$ cat src/rtl/mem_port_arbiter.sv
// Two-requester arbiter for the core's single memory port: fetch vs. load/store,
// round-robin on ties, fixed LAT-cycle access followed by a one-cycle ack.
module mem_port_arbiter #(
    parameter int LAT = 2,
    parameter int AW  = 32,
    parameter int DW  = 32
) (
    input  logic          clk,
    input  logic          reset,
    input  logic          if_req,
    input  logic [AW-1:0] if_addr,
    output logic          if_ack,
    output logic [DW-1:0] if_rdata,
    input  logic          d_req,
    input  logic          d_we,
    input  logic [AW-1:0] d_addr,
    input  logic [DW-1:0] d_wdata,
    output logic          d_ack,
    output logic [DW-1:0] d_rdata,
    output logic          mem_en,
    output logic          mem_we,
    output logic [AW-1:0] mem_addr,
    output logic [DW-1:0] mem_wdata,
    input  logic [DW-1:0] mem_rdata,
    output logic          busy,
    output logic          owner,
    output logic [1:0]    state
);
    localparam int CW = (LAT > 1) ? $clog2(LAT) : 1;

    typedef enum logic [1:0] {
        IDLE   = 2'd0,
        ACCESS = 2'd1,
        RESP   = 2'd2
    } state_t;

    state_t        state_q, state_d;
    logic [CW-1:0] cnt_q, cnt_d;
    logic          owner_q, owner_d;
    logic          we_q, we_d;
    logic [AW-1:0] addr_q, addr_d;
    logic [DW-1:0] wdata_q, wdata_d;
    logic [DW-1:0] if_rdata_q, if_rdata_d;
    logic [DW-1:0] d_rdata_q, d_rdata_d;
    logic          gnt_data;

    always_comb begin
        state_d    = state_q;
        cnt_d      = cnt_q;
        owner_d    = owner_q;
        we_d       = we_q;
        addr_d     = addr_q;
        wdata_d    = wdata_q;
        if_rdata_d = if_rdata_q;
        d_rdata_d  = d_rdata_q;
        gnt_data   = 1'b0;
        case (state_q)
            IDLE: begin
                if (if_req || d_req) begin
                    // owner_q doubles as last_owner: on a tie the other side wins
                    gnt_data = d_req && (!if_req || !owner_q);
                    owner_d  = gnt_data;
                    we_d     = gnt_data && d_we;
                    addr_d   = gnt_data ? d_addr : if_addr;
                    wdata_d  = gnt_data ? d_wdata : wdata_q;
                    cnt_d    = CW'(LAT - 1);
                    state_d  = ACCESS;
                end
            end
            ACCESS: begin
                if (cnt_q != '0) begin
                    cnt_d = cnt_q - 1'b1;
                end else begin
                    if (!we_q) begin
                        if (owner_q) d_rdata_d  = mem_rdata;
                        else         if_rdata_d = mem_rdata;
                    end
                    state_d = RESP;
                end
            end
            RESP:    state_d = IDLE;
            default: state_d = IDLE;
        endcase
    end

    always_ff @(posedge clk) begin
        if (reset) begin
            state_q    <= IDLE;
            cnt_q      <= '0;
            owner_q    <= 1'b1;
            we_q       <= 1'b0;
            addr_q     <= '0;
            wdata_q    <= '0;
            if_rdata_q <= '0;
            d_rdata_q  <= '0;
        end else begin
            state_q    <= state_d;
            cnt_q      <= cnt_d;
            owner_q    <= owner_d;
            we_q       <= we_d;
            addr_q     <= addr_d;
            wdata_q    <= wdata_d;
            if_rdata_q <= if_rdata_d;
            d_rdata_q  <= d_rdata_d;
        end
    end

    assign mem_en    = (state_q == ACCESS);
    assign mem_we    = mem_en && we_q;
    assign mem_addr  = addr_q;
    assign mem_wdata = wdata_q;
    assign if_ack    = (state_q == RESP) && !owner_q;
    assign d_ack     = (state_q == RESP) && owner_q;
    assign if_rdata  = if_rdata_q;
    assign d_rdata   = d_rdata_q;
    assign busy      = (state_q != IDLE);
    assign owner     = owner_q;
    assign state     = state_q;
endmodule

$ cat config.mk
export PLATFORM = sky130hd
export DESIGN_NAME = mem_port_arbiter
export DESIGN_NICKNAME = d
export VERILOG_FILES = /design/src/rtl/mem_port_arbiter.sv
export SDC_FILE = /design/constraint.sdc
export NUM_CORES = 1
export LEC_CHECK = 0
export CAP_MARGIN = 20
export CORE_MARGIN = 2
export CORE_UTILIZATION = 28
export CTS_CLUSTER_DIAMETER = 120
export DETAILED_ROUTE_END_ITERATION = 6
export GPL_TIMING_DRIVEN = 0
export HOLD_SLACK_MARGIN = 0.02
export PLACE_DENSITY = 0.64
export RECOVER_POWER = 25
export SLEW_MARGIN = 0
export SYNTH_ARGS = -nofsm -noshare
export SYNTH_HDL_FRONTEND = slang
export SYNTH_SLANG_ARGS = --single-unit
$ cat constraint.sdc
create_clock -name clk -period 1.7 [get_ports clk]
set_input_delay 0.255 -clock clk [delete_from_list [all_inputs] [get_ports clk]]
set_output_delay 0.255 -clock clk [all_outputs]
set_load 0.02 [all_outputs]
# Word-level counts from Yosys, hierarchy flattened
# Cells that the tools add are included.
# op_classes
div_mod_pow	0
eq_ne	4
n_bitwise	3
mux	7
n_mul	0
n_lt_le_gt_ge	0
n_addsub	1
n_reduce_logical	18
shift	0
# op_table
op	count
$mux W32	1
$reduce_and A4 Y1	2
$reduce_and A2 Y1	3
$logic_and A1 B1 Y1	5
$mux W2	2
$ne A2 B2 Y1 const B	2
$pmux W2 S2	1
$reduce_bool A2 Y1	2
$not A1 Y1	3
$reduce_and A3 Y1	1
$eq A2 B1 Y1 const B	1
$eq A2 B2 Y1 const B	1
$logic_not A1 Y1	2
$logic_not A2 Y1	1
$logic_or A1 B1 Y1	2
$mux W1	2
$pmux W1 S2	1
$sub A1 B1 Y1 const B	1
# word_totals
mem_bits_rw	0
romBits	0
latch_bits	0
elab_cells	41
mem_count	0
in_bits	133
ff_bits	133

# Depth between registers and ports, before layout
# Gate-level depths: netlist of the first run.
# logic_depth
depth_word	4
depth_mapped	6
ltp_nobuf	4

# Worst setup path before layout of the first run
# Ideal clock, no wire load.
# synth_timing
path_type	register -> output
start	reg state_q[1] (netlist: state[1])
end	out if_ack
path_buffers	3
slack_ps	-258
t_arrival_ps	1703
path_stages_with_launch	5
cell_sequence	dfxtp_1 -> buf_2 -> clkbuf_1 -> buf_2 -> nor3b_1
# synth_between
elab_chain_cells	2
# synth_rtl
element	line_no	rtl
from (decl)	37	state_t state_q, state_d;
from (signal assigned)	97	state_q <= state_d;
$eq A2 B2 Y1	112	assign if_ack = (state_q == RESP) && !owner_q;
$logic_and A1 B1 Y1	112	
to (decl)	12	output logic if_ack,
# No other way between the ends.

# Final worst setup path of the first run
# layout_timing
start	reg state_q[1] (netlist: state[1])
end	out busy
# layout_between
elab_chain_cells	1
# layout_rtl
element	line_no	rtl
$reduce_bool A2 Y1	116	assign busy = (state_q != IDLE);
to (decl)	25	output logic busy,
# No other way between the ends.

==> run metrics, run 1 <==
status finished, violations left; failing checks setup timing; number of flops mapped to enable cells by yosys 0; fin crit share 1.02; Worst-path clk slew about 0.06 ns; final max-slew violation count 0; core area about 20000 um2; Crit path buffers/inverters 5; largest net degree at the start of global routing 17; first-pass GRT wire length just over 30000 um; clk_lat worst skew 0.41 ns; GRT overflow 0; Placed Area approximately 8600 um2; Clock Sink Count about 130; count leader, synth nand2_1; Leak approximately 0.0037 uW; antenna cell count 0; Bufs on Longest Clock Path 2; FMAX 579 MHz; Final Power slightly below 10000 uW; dpl hpwl between 10000 and 15000 um; vias post-DR about 5.4k; Slew headroom 0.608; RSZ-0062 raised after global routing true; Routability Congestion between 0.7 and 0.8; DRC 0; initial antenna violation count 0; cts hold-fix bufs 0; worst path cell trace buf_6 > buf_4 > nor2_4 > clkbuf_8 > inv_1 > buf_2; layout cell share with drive strength beyond 1 0.161; die width 146 um; io pins between 200 and 300; top post-synthesis cells by area dfxtp_1, mux2i_1, nand2_1; worst hold path class primary input to flop; # rows just over 50; final wirelength 19600 um; final instance area roughly 9500 um2; Starting Density 0.287; Post-Synthesis Cells 580; Buffers on Ports about 270; startpoint types flop; post-layout net count roughly 1.0k; die height between 100 and 150 um; CTS Buf Count 17; PwrDens roughly 1000 nW/um2; crit path kind flop to output pin; Crit-path slowest cell dfxtp_2; Crit path largest cell delay ~0.33 ns; number of max-cap violations 0; syn avg cell area ~9.7 um2; DR WL/cell about 17 um; Crit path max-delay family buffers and inverters; drt first-iter violations 155; Worst Path Required roughly 1.4 ns; Die ar. between 20000 and 25000 um2; critical path peak fanout 5; Setup Skew 0.00907 ns; dpl cells approximately 1.1k; Final Hold Vio Count 0; Tmin final 1.73 ns; Crit. End Element output pin; TritonCTS clock tree yes; Final Util 0.485; post-synth top area cell dfxtp_1; TritonRoute pass-1 iters 6; crit path DAT between 1 and 1.5 ns; Worst Tran Pin Value 0.589 ns; Main synth FF type dfxtp_1; via density per instance 4.66; share of Yosys cell area claimed by the top area cell type 0.474; top cells by count, synth nand2_1, dfxtp_1, mux2i_1; count of final setup violators 3; flops & latches, synth 133; Post-Layout Cell Count approximately 1.2k; Area Growth Syn to Fin 69.3%; Seq/Total Area, Yosys 0.474; Syn. warnings 0; Mapped Nets between 700 and 800; ys async rst share 0; Final Worst Setup Slack -0.0269 ns; CTS root buffer clkbuf_16; Synth Cell Area roughly 5600 um2; GRT Resource Usage Total 0.184; H-tree Lvls 4; Routed Antenna Nets 0; synth unique cells 34; Peak VDD IR approximately 0.59 mV; vias in the first global route roughly 5.5k
power by group:
part / total, uW / leakage, uW / internal [uW] / switching, uW
Clock: 4110 / 0.000315 / 2620 / 1490
Combinational: 2240 / 0.00234 / 1110 / 1130
Sequential: 3480 / 0.00109 / 3350 / 130
final timing paths:
path	from	end	slack [ns]	depth (start not counted)
worst max-delay path	state[1]$_SDFFE_PP0P_	busy	-0.03	6
worst max register to register	state[1]$_SDFFE_PP0P_	if_rdata[10]$_SDFFE_PP0P_	0.12	6
worst min-delay path	d_wdata[23]	mem_wdata[23]$_SDFFE_PP0P_	0.41	3
worst min register to register	if_rdata[5]$_SDFFE_PP0P_	if_rdata[5]$_SDFFE_PP0P_	0.46	2
stage by stage:
step	TNS (ns)	hold WS (ns)	setup WS, ns
2_1_floorplan	-0.00815	0.389	-0.00815
4_1_cts	-0.178	0.394	-0.0888
3_5_place_dp	-58.85	0.450	-0.757
5_1_grt	-0.263	0.413	-0.0969
6_report	-0.0544	0.414	-0.0269
3_3_place_gp	-59.48	0.442	-0.813
registers in the layout, summed over array words and instances, names as in the netlist:
| register | flops |
|---|---|
| d_rdata | 32 |
| if_rdata | 32 |
| mem_addr | 32 |
| mem_wdata | 32 |
| state | 2 |
| cnt_q | 1 |
| owner | 1 |
| we_q | 1 |
cell usage in the layout, fill, tap and decap left out, types with 10 or more instances in the layout:
cell type        count
buf_4               23
nand2_1            163
nand3_1             10
o311a_1             22
clkdlybuf4s50_1    254
a21oi_1             44
clkbuf_1            23
dfxtp_1            131
mux2i_1             64
o31ai_1             10
a311oi_2            30
a31o_1              18
clkbuf_16           18
buf_6               11
clkbuf_2            20
repair_timing:
action,4_1_cts,5_1_grt
gates resized for setup,54,45
pin swaps,1,2
buffers inserted,7,11
setup endpoints to repair,101,108
endpoints found under the hold margin,0,0
tightest hold or removal path, cell delays in order:
cell and delay (ns):
clkdlybuf4s50_1 0.40, nand3_1 0.06, a21oi_1 0.05
final cells by class:
type | count | area, um2
fill | 1911 | 10100
timing repair buffer | 285 | 2750
sequential | 133 | 2670
clock inverter | 14 | 226
clock buffer | 17 | 425
tap | 265 | 332
buffer | 60 | 434
inverter | 3 | 13.8
multi-input combinational | 384 | 2660
logic make-up (layout without fill, tap and decap cells):
kind of cell,Yosys count,count (layout),synth area share
simple gates,186,186,0.138
compound gates,134,134,0.216
flops,133,133,0.474
mux,64,64,0.114
buf+inv,63,379,0.0579
routing by layer:
layer,up-vias,wire length (um),global-route usage
met2,235,9110,0.306
li1,2684,-,-
met5,-,0,0
met1,2475,8420,0.217
met3,18,1820,0.0799
met4,0,262,0.0539
Note: power is estimated with default switching activity, not from simulation.
==> run 2: changes to the inputs <==
CAP_MARGIN = unset   (was 20)
CELL_PAD_IN_SITES_DETAIL_PLACEMENT = 0   (was unset)
CELL_PAD_IN_SITES_GLOBAL_PLACEMENT = 1   (was unset)
PLACE_DENSITY = 0.81   (was 0.64)
==> run metrics, run 2 (same netlist as run 1, synthesis figures left out) <==
status finished, final reports clean; Worst Tran Pin Value 0.598 ns (+0.00901 ns); Tmin final 1.66 ns (-0.0631 ns); CTS Buf Count 17 (unchanged); Bufs on Longest Clock Path 2 (unchanged); die width 146 um (unchanged); startpoint types flop; initial antenna violation count 0 (unchanged); drt first-iter violations 178 (+15%); core area 19600 um2 (unchanged); Crit-path slowest cell clkdlybuf4s50_1; DRC 0 (unchanged); dpl cells 1113 (unchanged); crit path from mem_addr[4]$_SDFFE_PP0P_; GRT overflow 0 (unchanged); Post-Layout Cell Count 1155 (-0.52%); Placed Area 8640 um2 (unchanged); Leak 0.00368 uW (-1.6%); Area Growth Syn to Fin 67.5%; Setup Skew 0.00774 ns (-0.00134 ns); FMAX 601 MHz (+3.8%); PwrDens 1010 nW/um2 (-2.3%); final wirelength 19700 um (+0.22%); crit path to mem_addr[4]; most frequent cells in the layout clkdlybuf4s50_1, nand2_1, dfxtp_1, mux2i_1, a21oi_1; count of final setup violators 0 (-3); final max-slew violation count 0 (unchanged); reg2reg setup slack 0.09 ns (-0.03 ns); Worst path depth 1 (-5); Final Hold Vio Count 0 (unchanged); Peak VDD IR 0.631 mV (+6.3%); Reg area 2670 um2 (unchanged); antenna cell count 0 (unchanged); fin crit share 0.979 (-0.0371); largest net degree at the start of global routing 20 (+3); Worst R2R End mem_addr[3]$_SDFFE_PP0P_; Worst Path Required 1.44 ns (about the same); TritonRoute pass-1 iters 6 (unchanged); Clock Sink Count 133 (unchanged); worst hold path class primary input to flop; Crit path buffers/inverters 1 (-4); CTS root buffer clkbuf_16; Worst-path clk slew 0.07 ns (about the same); Slew headroom 0.602 (-0.00601); final instance area 9410 um2 (-1.1%); TritonCTS clock tree yes; vias in the first global route 5562 (+0.51%); crit path kind flop to output pin; fillers 1936 (+1.3%); dpl hpwl 14700 um (-0.33%); RSZ-0062 raised after global routing true; Crit path max-delay family buffers and inverters; area of the multi-input gates 2650 um2 (-0.23%); first-pass GRT wire length 30700 um (-0.51%); Crit Reg-Reg Startpoint state[1]$_SDFFE_PP0P_; Final Worst Setup Slack 0.0362 ns (+0.0631 ns); GRT Resource Usage Total 0.184 (-0.000297); io pins 269 (unchanged); FF-to-FF path depth 8 (+2); Routability Congestion 0.770 (-1.7%); worst path cell trace clkdlybuf4s50_1; via density per instance 4.71 (+1.1%); DR WL/cell 17.0 um (+0.74%); Buffers on Ports 268 (unchanged); commonest non-fill, non-tap cell in the layout clkdlybuf4s50_1; number of max-cap violations 0 (unchanged); critical path peak fanout 2 (-3); H-tree Lvls 4 (unchanged); pre-CTS setup slack -0.838 ns (-0.0811 ns); Crit. End Element output pin; # rows 51 (unchanged); die height 146 um (unchanged); crit path DAT 1.41 ns (-0.06 ns); Starting Density 0.287 (unchanged); clk_lat worst skew 0.42 ns (about the same); Routed Antenna Nets 0 (unchanged); Die ar. 21200 um2 (unchanged); Crit path largest cell delay 0.64 ns (+0.31 ns); layout cell share with drive strength beyond 1 0.157 (-0.00341); Final Power 9500 uW (-3.3%); post-layout net count 1010 (-0.69%); vias post-DR 5445 (+0.61%)
run 2: cell types whose count changed in the layout (fill, tap and decap cells not counted), sizes merged:
cell,before,now
buf,44,40
bufinv,5,2
clkbuf,63,58
clkdlybuf4s15,1,0
clkdlybuf4s50,254,256
clkinv,7,3
clkinvlp,1,3
dlygate4sd2,0,2
inv,4,9
run 2: repair_timing:
item	in CTS	in global routing
cloned	0	0
pin swaps	2	0
buffers inserted	10	2
setup endpoints to repair	109	96
hold buffers	0	0
gates resized for setup	60	31
run 2: layout make-up:
class                           count  area share
Timing Repair Buffer              280       0.292
Inverter                            3     0.00120
Tap cell                          265      0.0352
Sequential cell                   133       0.283
Clock inverter                     14      0.0177
Multi-Input combinational cell    384       0.282
Clock buffer                       18      0.0467
Buffer                             58      0.0419
run 2: metrics by stage:
step / utilization / hold WS, ns / TNS, ns
floorplan: - / 0.389 / -0.00815
CTS: 0.481 / 0.380 / -0.0707
global placement: 0.441 / 0.443 / -55.46
finish: 0.480 / 0.401 / 0
detailed placement: 0.441 / 0.450 / -62.17
global route: 0.480 / 0.402 / -0.0171
run 2: metal layers:
| metal | up-vias | global-route usage | wire, um |
|---|---|---|---|
| li1 | 2678 | - | - |
| met1 | 2530 | 0.213 | 8260 |
| met2 | 222 | 0.323 | 9590 |
| met3 | 15 | 0.0627 | 1590 |
| met4 | 0 | 0.0539 | 222 |
| met5 | - | 0 | 0 |
run 2: worst min path at each step:
stage                                       to  cells past startpoint                      start
floorplan           mem_wdata[10]$_SDFFE_PP0P_                      1                d_wdata[10]
global placement     if_rdata[20]$_SDFFE_PP0P_                      2  if_rdata[20]$_SDFFE_PP0P_
detailed placement   if_rdata[25]$_SDFFE_PP0P_                      2  if_rdata[25]$_SDFFE_PP0P_
CTS                 mem_wdata[22]$_SDFFE_PP0P_                      3                d_wdata[22]
global route        mem_wdata[24]$_SDFFE_PP0P_                      3                d_wdata[24]
finish              mem_wdata[22]$_SDFFE_PP0P_                      3                d_wdata[22]
run 2: report_power, final:
part | internal (uW) | total, uW | switching [uW] | leakage, uW
Clock | 2250 | 3810 | 1560 | 0.000288
Combinational | 1090 | 2210 | 1130 | 0.00230
Sequential | 3350 | 3480 | 127 | 0.00109
Total | 6690 | 9500 | 2810 | 0.00368
run 2: worst register-to-register path, cell delays in order (launching register included):
cell and delay [ns]:
dfxtp_2 0.32, buf_6 0.13, buf_12 0.12, nor2_4 0.13
buf_4 0.19, and2_1 0.13, buf_2 0.17, buf_6 0.19
a311oi_2 0.10
==> run 3: changes to the inputs <==
PLACE_DENSITY = unset   (was 0.81)
PLACE_DENSITY_LB_ADDON = 0.1   (was unset)
==> run metrics, run 3 (same netlist as run 1, synthesis figures left out) <==
H-tree Lvls 4 (unchanged); io pins 269 (unchanged); Buffers on Ports 268 (unchanged); initial antenna violation count 1 (+1); reg2reg setup slack 0.04 ns (-0.05 ns); commonest non-fill, non-tap cell in the layout clkdlybuf4s50_1; crit path to mem_addr[7]$_SDFFE_PP0P_; count of final setup violators 0 (unchanged); worst hold path class primary input to flop; critical path peak fanout 10 (+8); Leak 0.00368 uW (about the same); WHS 0.413 ns (+0.0119 ns); core area 19600 um2 (unchanged); Slew headroom 0.531 (-0.0700); CTS Buf Count 17 (unchanged); Clock Sink Count 133 (unchanged); final max-slew violation count 0 (unchanged); status finished, final reports clean; Die ar. 21200 um2 (unchanged); largest net degree at the start of global routing 17 (-15%); DR WL/cell 16.7 um (-2.1%); Post-Layout Cell Count 1157 (+0.17%); number of max-cap violations 0 (unchanged); DRC 0 (unchanged); area of the multi-input gates 2640 um2 (-0.47%); Final Worst Setup Slack 0.0223 ns (-0.0138 ns); Starting Density 0.287 (unchanged); PwrDens 1030 nW/um2 (+1.9%); Bufs on Longest Clock Path 2 (unchanged); crit path DAT 1.99 ns (+0.58 ns); die height 146 um (unchanged); Tmin final 1.68 ns (+0.0138 ns); Routed Antenna Nets 0 (unchanged); Worst Hold Depth 3 (unchanged); vias in the first global route 5772 (+3.8%); cts hold-fix bufs 0 (unchanged); vias post-DR 5494 (+0.90%); dpl cells 1113 (unchanged); Worst R2R End mem_wdata[13]$_SDFFE_PP0P_; Worst path depth 7 (+6); Final TNS setup 0 ns (unchanged); Routability Congestion 0.752 (-2.3%); Crit path max-delay family buffers and inverters; pre-CTS setup slack -0.740 ns (+0.0978 ns); GRT overflow 0 (unchanged); Crit. End Element flop; layout cell share with drive strength beyond 1 0.148 (-0.00916); fillers 1891 (-2.3%); Crit path buffers/inverters 4 (+3); Peak VDD IR 0.582 mV (-7.8%); drt first-iter violations 179 (+0.56%); Final Util 0.482 (+0.00153); TritonRoute pass-1 iters 4 (-2); Crit path largest cell delay 0.58 ns (-0.06 ns); fin crit share 0.987 (+0.00814); Worst Tran Pin Value 0.703 ns (+0.105 ns); FMAX 596 MHz (-0.82%); dpl hpwl 14800 um (+0.47%); clk_lat worst skew 0.41 ns (about the same); post-layout net count 1011 (+0.099%); final wirelength 19300 um (-1.9%); Worst-path clk slew 0.06 ns (about the same); Reg area 2670 um2 (unchanged); # rows 51 (unchanged); GRT Resource Usage Total 0.180 (-0.00376); TritonCTS clock tree yes; worst path cell trace dlygate4sd3_1 > or2_0 > clkbuf_1 > and2_0 > clkbuf_2 > buf_6 > a311oi_2; crit path kind primary input to flop; Worst Path Required 2.02 ns (+0.58 ns); startpoint types primary input; Area Growth Syn to Fin 68.0%; first-pass GRT wire length 30700 um (about the same); via density per instance 4.75 (+0.73%); most frequent cells in the layout clkdlybuf4s50_1, nand2_1, dfxtp_1, mux2i_1, a21oi_1; CTS root buffer clkbuf_16; Crit-path slowest cell dlygate4sd3_1; die width 146 um (unchanged); Final Hold Vio Count 0 (unchanged); Setup Skew 0.0117 ns (+0.00392 ns); RSZ-0062 raised after global routing true; FF-to-FF path depth 6 (-2); Crit Reg-Reg Startpoint owner$_SDFFE_PP1P_; crit path from if_req
==> run 3: changes by cell type in the layout (fill, tap and decap cells not counted), moves of 2 or more <==
cell | previous run | this run
inv_8 | 2 | 0
inv_6 | 5 | 1
buf_4 | 18 | 20
clkbuf_1 | 19 | 25
buf_12 | 2 | 0
dlygate4sd2_1 | 2 | 0
clkdlybuf4s50_1 | 256 | 258
clkbuf_2 | 18 | 13
clkbuf_8 | 2 | 6
bufinv_16 | 2 | 4
==> run 3: timing repair <==
action,CTS,global route
cloned,0,0
endpoints found under the setup margin,71,65
setup buffers,12,1
gates resized for setup,53,22
pin swaps,1,0
==> run 3: area by class of cell <==
class / count / share of cell area
diodes: 1 / 0.000265
plain buffers: 58 / 0.0399
clock buffers: 22 / 0.0524
clock inverters: 10 / 0.0178
inverters: 3 / 0.00119
multi-input cells: 384 / 0.280
flip-flops and latches: 133 / 0.282
well taps: 265 / 0.0351
repair buffers: 281 / 0.291
==> run 3: worst min path at each step <==
| stage | startpoint | endpoint | slack [ns] |
|---|---|---|---|
| 2_1_floorplan | d_wdata[10] | mem_wdata[10]$_SDFFE_PP0P_ | 0.39 |
| 5_1_grt | d_wdata[26] | mem_wdata[26]$_SDFFE_PP0P_ | 0.42 |
| 6_report | d_wdata[26] | mem_wdata[26]$_SDFFE_PP0P_ | 0.41 |
| 3_5_place_dp | if_rdata[23]$_SDFFE_PP0P_ | if_rdata[23]$_SDFFE_PP0P_ | 0.45 |
| 3_3_place_gp | if_rdata[18]$_SDFFE_PP0P_ | if_rdata[18]$_SDFFE_PP0P_ | 0.44 |
| 4_1_cts | d_wdata[29] | mem_wdata[29]$_SDFFE_PP0P_ | 0.40 |
==> run 3: routing by layer <==
metal	part of all wire	global-route usage
met5	0	0
met4	0.017	0.0608
met3	0.073	0.0599
met2	0.49	0.312
met1	0.42	0.210
==> run 3: worst reg2reg max path, cell delays in order (launching register included) <==
cell      delay [ns]
dfxtp_1         0.32
buf_4           0.18
a21bo_2         0.21
clkbuf_4        0.21
buf_6           0.17
o311a_1         0.29
a31o_1          0.19
==> run 3: power by group <==
part           switching, uW  internal (uW)
Combinational           1100           1080
Sequential               135           3360
Clock                   1380           2660
==> run 3: through the flow <==
stage	total power, uW	area (um2)
5_1_grt	10100	9440
6_report	9710	9440
3_5_place_dp	5700	8640
4_1_cts	9850	9480
2_1_floorplan	4660	5630
3_3_place_gp	5660	8640
